$ cat config.mk
export PLATFORM = sky130hd
export DESIGN_NAME = matrix_loader
export DESIGN_NICKNAME = d
export VERILOG_FILES = /design/src/rtl/matrix_pkg.sv /design/src/rtl/matrix_loader.sv
export SDC_FILE = /design/constraint.sdc
export NUM_CORES = 1
export LEC_CHECK = 0
export CAP_MARGIN = 0
export CORE_MARGIN = 2
export CORE_UTILIZATION = 43
export DETAILED_ROUTE_END_ITERATION = 16
export PLACE_DENSITY_LB_ADDON = 0.08
export SLEW_MARGIN = 10
export SYNTH_ARGS = -nofsm -noshare
export SYNTH_HDL_FRONTEND = slang
export SYNTH_SLANG_ARGS = --single-unit
$ cat constraint.sdc
create_clock -name clk -period 11.26 [get_ports clk]
set_clock_uncertainty 0.1 [all_clocks]
set_input_delay 2.815 -clock clk [delete_from_list [all_inputs] [get_ports clk]]
set_output_delay 2.815 -clock clk [all_outputs]
set_load 0.03 [all_outputs]
$ cat src/rtl/matrix_pkg.sv
// Shared types and sizes for the 3x3 matrix loader feeding the sigma stage.
package matrix_pkg;

    typedef enum logic [1:0] {
        LOAD = 2'd0,
        FIRE = 2'd1,
        WAIT = 2'd2
    } state_e;

    localparam int N_ELEM   = 9;
    localparam int LAST_IDX = 8;

    localparam logic [3:0] IDX_LAST = 4'(LAST_IDX);

endpackage

$ cat src/rtl/matrix_loader.sv
// Collects a row-major 3x3 element stream, fires the sigma stage and waits for its result.
// Optional WAIT watchdog enabled by defining MATRIX_LOADER_TIMEOUT_EN.
//
// state | meaning
// LOAD  | accepting elements A00..A22, s_tready high
// FIRE  | one-cycle tvalid start pulse, elements frozen
// WAIT  | elements frozen until sigma_valid (or watchdog expiry)
module matrix_loader
    import matrix_pkg::*;
#(
    parameter int PRECISION = 32,
    parameter int TIMEOUT   = 1024
) (
    input  logic                 clk,
    input  logic                 reset,
    input  logic [PRECISION-1:0] s_tdata,
    input  logic                 s_tvalid,
    output logic                 s_tready,
    input  logic                 s_tlast,
    output logic [PRECISION-1:0] A00,
    output logic [PRECISION-1:0] A01,
    output logic [PRECISION-1:0] A02,
    output logic [PRECISION-1:0] A10,
    output logic [PRECISION-1:0] A11,
    output logic [PRECISION-1:0] A12,
    output logic [PRECISION-1:0] A20,
    output logic [PRECISION-1:0] A21,
    output logic [PRECISION-1:0] A22,
    output logic                 tvalid,
    input  logic                 sigma_valid,
    output logic                 busy,
`ifdef MATRIX_LOADER_TIMEOUT_EN
    output logic                 timeout,
`endif
    output logic                 frame_err
);

    if (TIMEOUT < 1) begin : g_bad_timeout
        $error("matrix_loader: TIMEOUT must be at least 1");
    end

    state_e               state_q, state_d;
    logic [3:0]           idx_q, idx_d;
    logic [PRECISION-1:0] elem_q [N_ELEM];
    logic                 wr_en;
    logic                 s_tready_q, s_tready_d;
    logic                 tvalid_q, tvalid_d;
    logic                 busy_q, busy_d;
    logic                 frame_err_q, frame_err_d;
    logic                 expired;

`ifdef MATRIX_LOADER_TIMEOUT_EN
    localparam int CNT_W = (TIMEOUT > 1) ? $clog2(TIMEOUT) : 1;

    logic [CNT_W-1:0] cnt_q, cnt_d;
    logic             timeout_q, timeout_d;

    // Counter holds the number of WAIT cycles left after the current one.
    always_comb begin
        cnt_d     = cnt_q;
        timeout_d = 1'b0;
        if (state_q == FIRE) begin
            cnt_d     = CNT_W'(TIMEOUT - 1);
            timeout_d = (TIMEOUT == 1);
        end else if (state_q == WAIT && !sigma_valid) begin
            if (cnt_q != '0) begin
                cnt_d = cnt_q - CNT_W'(1);
            end
            timeout_d = (cnt_q == CNT_W'(1));
        end
    end

    assign expired = (cnt_q == '0);
`else
    assign expired = 1'b0;
`endif

    always_comb begin
        state_d     = state_q;
        idx_d       = idx_q;
        wr_en       = 1'b0;
        tvalid_d    = 1'b0;
        frame_err_d = 1'b0;
        case (state_q)
            LOAD: begin
                if (s_tvalid && s_tready_q) begin
                    wr_en = 1'b1;
                    if (idx_q == IDX_LAST) begin
                        idx_d = 4'd0;
                        if (s_tlast) begin
                            state_d  = FIRE;
                            tvalid_d = 1'b1;
                        end else begin
                            frame_err_d = 1'b1;
                        end
                    end else if (s_tlast) begin
                        idx_d       = 4'd0;
                        frame_err_d = 1'b1;
                    end else begin
                        idx_d = idx_q + 4'd1;
                    end
                end
            end
            FIRE: state_d = WAIT;
            WAIT: begin
                if (sigma_valid || expired) begin
                    state_d = LOAD;
                end
            end
            default: state_d = LOAD;
        endcase
        // Flags are registered from the next state so they line up with it.
        s_tready_d = (state_d == LOAD);
        busy_d     = (state_d != LOAD);
    end

    always_ff @(posedge clk or posedge reset) begin
        if (reset) begin
            state_q     <= LOAD;
            idx_q       <= 4'd0;
            s_tready_q  <= 1'b0;
            tvalid_q    <= 1'b0;
            busy_q      <= 1'b0;
            frame_err_q <= 1'b0;
            for (int k = 0; k < N_ELEM; k++) begin
                elem_q[k] <= '0;
            end
`ifdef MATRIX_LOADER_TIMEOUT_EN
            cnt_q       <= '0;
            timeout_q   <= 1'b0;
`endif
        end else begin
            state_q     <= state_d;
            idx_q       <= idx_d;
            s_tready_q  <= s_tready_d;
            tvalid_q    <= tvalid_d;
            busy_q      <= busy_d;
            frame_err_q <= frame_err_d;
            for (int k = 0; k < N_ELEM; k++) begin
                if (wr_en && idx_q == 4'(k)) begin
                    elem_q[k] <= s_tdata;
                end
            end
`ifdef MATRIX_LOADER_TIMEOUT_EN
            cnt_q       <= cnt_d;
            timeout_q   <= timeout_d;
`endif
        end
    end

    assign s_tready  = s_tready_q;
    assign tvalid    = tvalid_q;
    assign busy      = busy_q;
    assign frame_err = frame_err_q;
`ifdef MATRIX_LOADER_TIMEOUT_EN
    assign timeout   = timeout_q;
`endif

    assign A00 = elem_q[0];
    assign A01 = elem_q[1];
    assign A02 = elem_q[2];
    assign A10 = elem_q[3];
    assign A11 = elem_q[4];
    assign A12 = elem_q[5];
    assign A20 = elem_q[6];
    assign A21 = elem_q[7];
    assign A22 = elem_q[8];

endmodule

* Yosys cells after proc, flatten, opt, wreduce, memory -nomap -nowiden *
Cells that the tools add are included.
W data, S select, Z words.

word-level totals
  output and inout bits = 292
  word-level logic and storage cells = 58
  flip-flop bits (word level) = 298

cells by class
  multiplexer cells = 17
  reduce and logical (&&, ||, !) cells = 15
  equal/unequal tests = 10
  add/sub/neg operators = 1

operator list
  operator               number
  $eq A4 B3 Y1 const B   4
  $logic_and A1 B1 Y1    10
  $mux W1                10
  $eq A4 B2 Y1 const B   2
  $mux W2                4
  $mux W4                2
  $pmux W2 S3            1
  $add A4 B1 Y4 const B  1
  $eq A4 B1 Y1 const B   1
  $eq A4 B4 Y1 const B   1
  $logic_not A2 Y1       2
  $logic_not A4 Y1       1
  $eq A2 B1 Y1 const B   1
  $eq A2 B2 Y1 const B   1
  $reduce_and A2 Y1      1
  $reduce_bool A2 Y1     1

* Longest topological paths before layout *
  depth after elaboration = 5
  mapped depth = 7
  depth with buffers taken out = 6

* Worst setup path before layout *
Ideal clock, no wire load.

  path type = in2reg
  from = in s_tvalid
  to = reg elem_q, in the netlist A00[0]
  path buffers = 3
  data required time = 11035 ps
  arrival time = 4011 ps
  setup time = 125 ps
  cell stages on the path = 6
  setup slack = 7024 ps
  cell sequence = nand4bb_1 > buf_2 > or3_1 > buf_6 > buf_6 > mux2_4

between the ends
  word-level cells in the longest chain between the ends = 4

RTL lines
  what                           line                  RTL
  start, declared                matrix_loader.sv:17   input logic s_tvalid,
  $logic_and A1 B1 Y1            matrix_loader.sv:86   if (s_tvalid && s_tready_q) begin
  $mux W1                        matrix_loader.sv:86
  $mux W1                        matrix_loader.sv:84   case (state_q)
  $logic_and A1 B1 Y1            matrix_loader.sv:140  if (wr_en && idx_q == 4'(k)) begin
  end signal, assigned by index  matrix_loader.sv:141  elem_q[k] <= s_tdata;
  end, declared                  matrix_loader.sv:44   logic [PRECISION-1:0] elem_q [N_ELEM];

No other way between the ends.
A chain may end at the register's enable or synchronous reset.

* Final worst setup path *
  from = in s_tvalid
  to = reg elem_q, in the netlist A12[28]

The elaborated chain is that of the path after synthesis.

==> impl_results.md <==
- Status: finished clean
- Crit-path cells: clkdlybuf4s50_1 -> nand4bb_1 -> nor3_4 -> buf_4 -> mux2_2
- Global-route wire length before repair: 46.9 mm
- Worst Hold Depth: 1
- Cts-stage hold buffer count: 0
- Worst R2R End: A12[28]
- CTS root buf: clkbuf_16
- LEAKAGE: 0.00729 uW
- Antenna Violating Nets Remaining: 0
- Remaining Overflow, GRT: 0
- Share of cells above drive strength 1: 0.347
- Hold Vio Cnt, Final: 0
- CTS Buf Count: 35
- Post-synth ARST share: 1.00
- Layout area overhead: 42.6%
- Dpl cells: 1310
- Worst Slack Setup Final: 5.76 ns
- Most frequent cell after synthesis: dfrtp_1
- Sequential fraction of the synthesis area: 0.658
- Die area: 27700 sq um
- Post-CTS setup buffers: 0
- Min Tclk post-route: 5.50 ns
- Max-Cap Viols: 0
- PwrDens: 297 nW/um^2
- RePlAce Congestion: 0.744
- Number of synthesized flops with an enable pin: 0
- Multi-input gate area: 3700 sq um
- Syn Inst Count: 667
- Ports: 329
- Antenna violations before repair: 0
- DR pass1 iterations: 4
- Vias per cell: 5.06
- Starting Density: 0.436
- Number of global-route vias before repair: 7297
- Clk buf depth: 3
- Register area: 7460 sq um
- Post-synth top flop: dfrtp_1
- Synthesized Nets: 709
- Setup crit end kind: flop
- Tcrit/Tclk final: 0.488
- Port Buffers: 328
- Max_slew headroom: 0.190
- Combinational Power Share: 0.425
- Startpoint of the worst hold path: A20[6]
- DP Wirelength: 19.7 mm
- Area leader, netlist: dfrtp_1
- Non-Filler Instances: 1373
- Critical path startpoint category: input port
- Syn_area_per_cell: 17.0 sq um
- Peak Freq: 182 MHz
- Reg2reg start: state_q[0]
- Mapped cell area: 11300 sq um
- Worst EP arrival: 5.77 ns
- Die H: 166 um
- Final net count: 1054
- Clock network fraction of total power: 0.234
- Placement Setup Slack: 5.22 ns
- Total GRT Usage: 0.219
- CP peak stage delay: 1.05 ns
- CP max FO: 17
- R2R depth: 4
- NetSw: 1750 uW
- Internal power: 3050 uW
- CTS H-tree depth: 2
- Clock transition at the registers of the reported paths: 0.06 ns
- Slowest CP cell: nor3_4
- CTS tree: yes
- Post-synth top cells: dfrtp_1, mux2_2, mux2_4
- CP required: 11.54 ns
- Hold Path Sink: A20[6]
- Residual DRC: 0
- Avg WL per Cell: 21.8 um
- Hold crit path type: reg2reg
- Library cells used by synthesis: 28
- Flop2flop setup slack: 8.06 ns
- Resized Gates After CTS: 0
- Share of total power in sequential cells: 0.341
- Via count: 6943
- Row cnt: 59
- Pin count of the biggest net entering global routing: 129
- Switch share: 0.364
- Core Area: 26000 sq um
- Die width: 166 um
- Maximum VDD drop: 180 uV
- Synth area leaders: dfrtp_1, mux2_2, mux2_4
- Setup-failing EPs final: 0
- Clk Latency, worst-skew pair: 0.50 ns
- CP Buf/Inv Count: 2
- Critical path class: in2reg
- Synthesized flop and latch total: 298
- Warnings from Yosys: 0
- Max Transition Viols Final: 0
- RSZ-0062 raised after global routing: no
- Final WL: 30.0 mm
- Clk sinks: 298
- FILL cells: 2004
- DRT iter0 DRCs: 347
- Post-synth top area share: 0.658
- Transition time of the tightest slew-check pin: 1.22 ns
- Cell family with most CP delay: simple AND/OR/NAND/NOR gates
- Setup TNS: 0 ns
- Antenna cells: 0
==> area by class of cell <==
class / instances / area share
clock inverter: 12 / 0.00581
multi-input combinational: 331 / 0.229
inverter: 6 / 0.00186
clock buffer: 51 / 0.0668
timing repair buffer: 340 / 0.209
sequential: 298 / 0.462
tap: 335 / 0.0259
==> cells by family after synthesis <==
family / after synthesis / share of synthesized area
adder cells (fa/ha/maj): 5 / 0.00552
flip-flops: 298 / 0.658
multiplexers: 289 / 0.297
AO/OA/AOI/OAI: 5 / 0.00320
buffers and inverters: 38 / 0.0192
AND/OR/NAND/NOR: 32 / 0.0168
==> worst register-to-register path, delay by kind of cell (launching register included) <==
family	cells	cell delay (ns)
multiplexers	1	0.39
flip-flops	1	0.40
AND/OR/NAND/NOR	2	1.75
buffers and inverters	1	0.44
==> worst max path at each step <==
stage	start	cells past startpoint	slack, ns	endpoint
after floorplan	reset	1	0.11	A00[0]
after global placement	s_tvalid	5	5.27	A12[21]
after detailed placement	s_tvalid	5	5.22	A12[15]
after CTS	s_tvalid	5	5.75	A12[28]
after global routing	s_tvalid	5	5.59	A12[23]
final	s_tvalid	5	5.76	A12[28]
==> registers in the layout (all words and copies together) (netlist names) <==
register	cells
A00	32
A01	32
A02	32
A10	32
A11	32
A12	32
A20	32
A21	32
A22	32
idx_q	4
state_q	2
busy	1
frame_err	1
s_tready	1
tvalid	1
==> power groups by stage <==
stage	logic [uW]	registers (uW)	clock network, uW
6_report	2040	1640	1120
5_1_grt	2120	1690	1200
4_1_cts	2060	1640	1150
3_5_place_dp	2050	1650	0
3_3_place_gp	2040	1640	0
2_1_floorplan	401	2380	0
==> layout by cell type (no fill, tap or decap), types with 2 or more instances in the layout <==
cell             instances
and2_1                   3
buf_4                   12
clkbuf_1                 4
clkbuf_16               37
clkbuf_8                10
clkdlybuf4s50_1        328
clkinv_2                 9
dfrtp_1                298
ha_1                     5
inv_1                    5
inv_8                    2
mux2_1                   9
mux2_2                 249
mux2_4                  30
nand2_1                  7
nand3_1                  2
nand3_2                  3
nor2_1                   4
nor3_4                   4
o21ai_0                  2
==> stage by stage <==
stage / cell area, sq um / hold slack (ns) / power (uW) / util
floorplan: 11300 / 0.424 / 2780 / -
global placement: 15000 / 0.368 / 3680 / 0.577
detailed placement: 15000 / 0.374 / 3710 / 0.577
CTS: 16200 / 0.386 / 4850 / 0.622
global route: 16200 / 0.407 / 5000 / 0.622
finish: 16200 / 0.382 / 4800 / 0.622
==> layer usage <==
metal | GRT usage | up-vias | wire [um]
met5 | 0 | - | 0
met4 | 0.0573 | 0 | 635
met3 | 0.0610 | 44 | 2000
met2 | 0.362 | 238 | 14700
met1 | 0.287 | 3621 | 12700
li1 | - | 3040 | -
(Power assumes the default switching activity.)
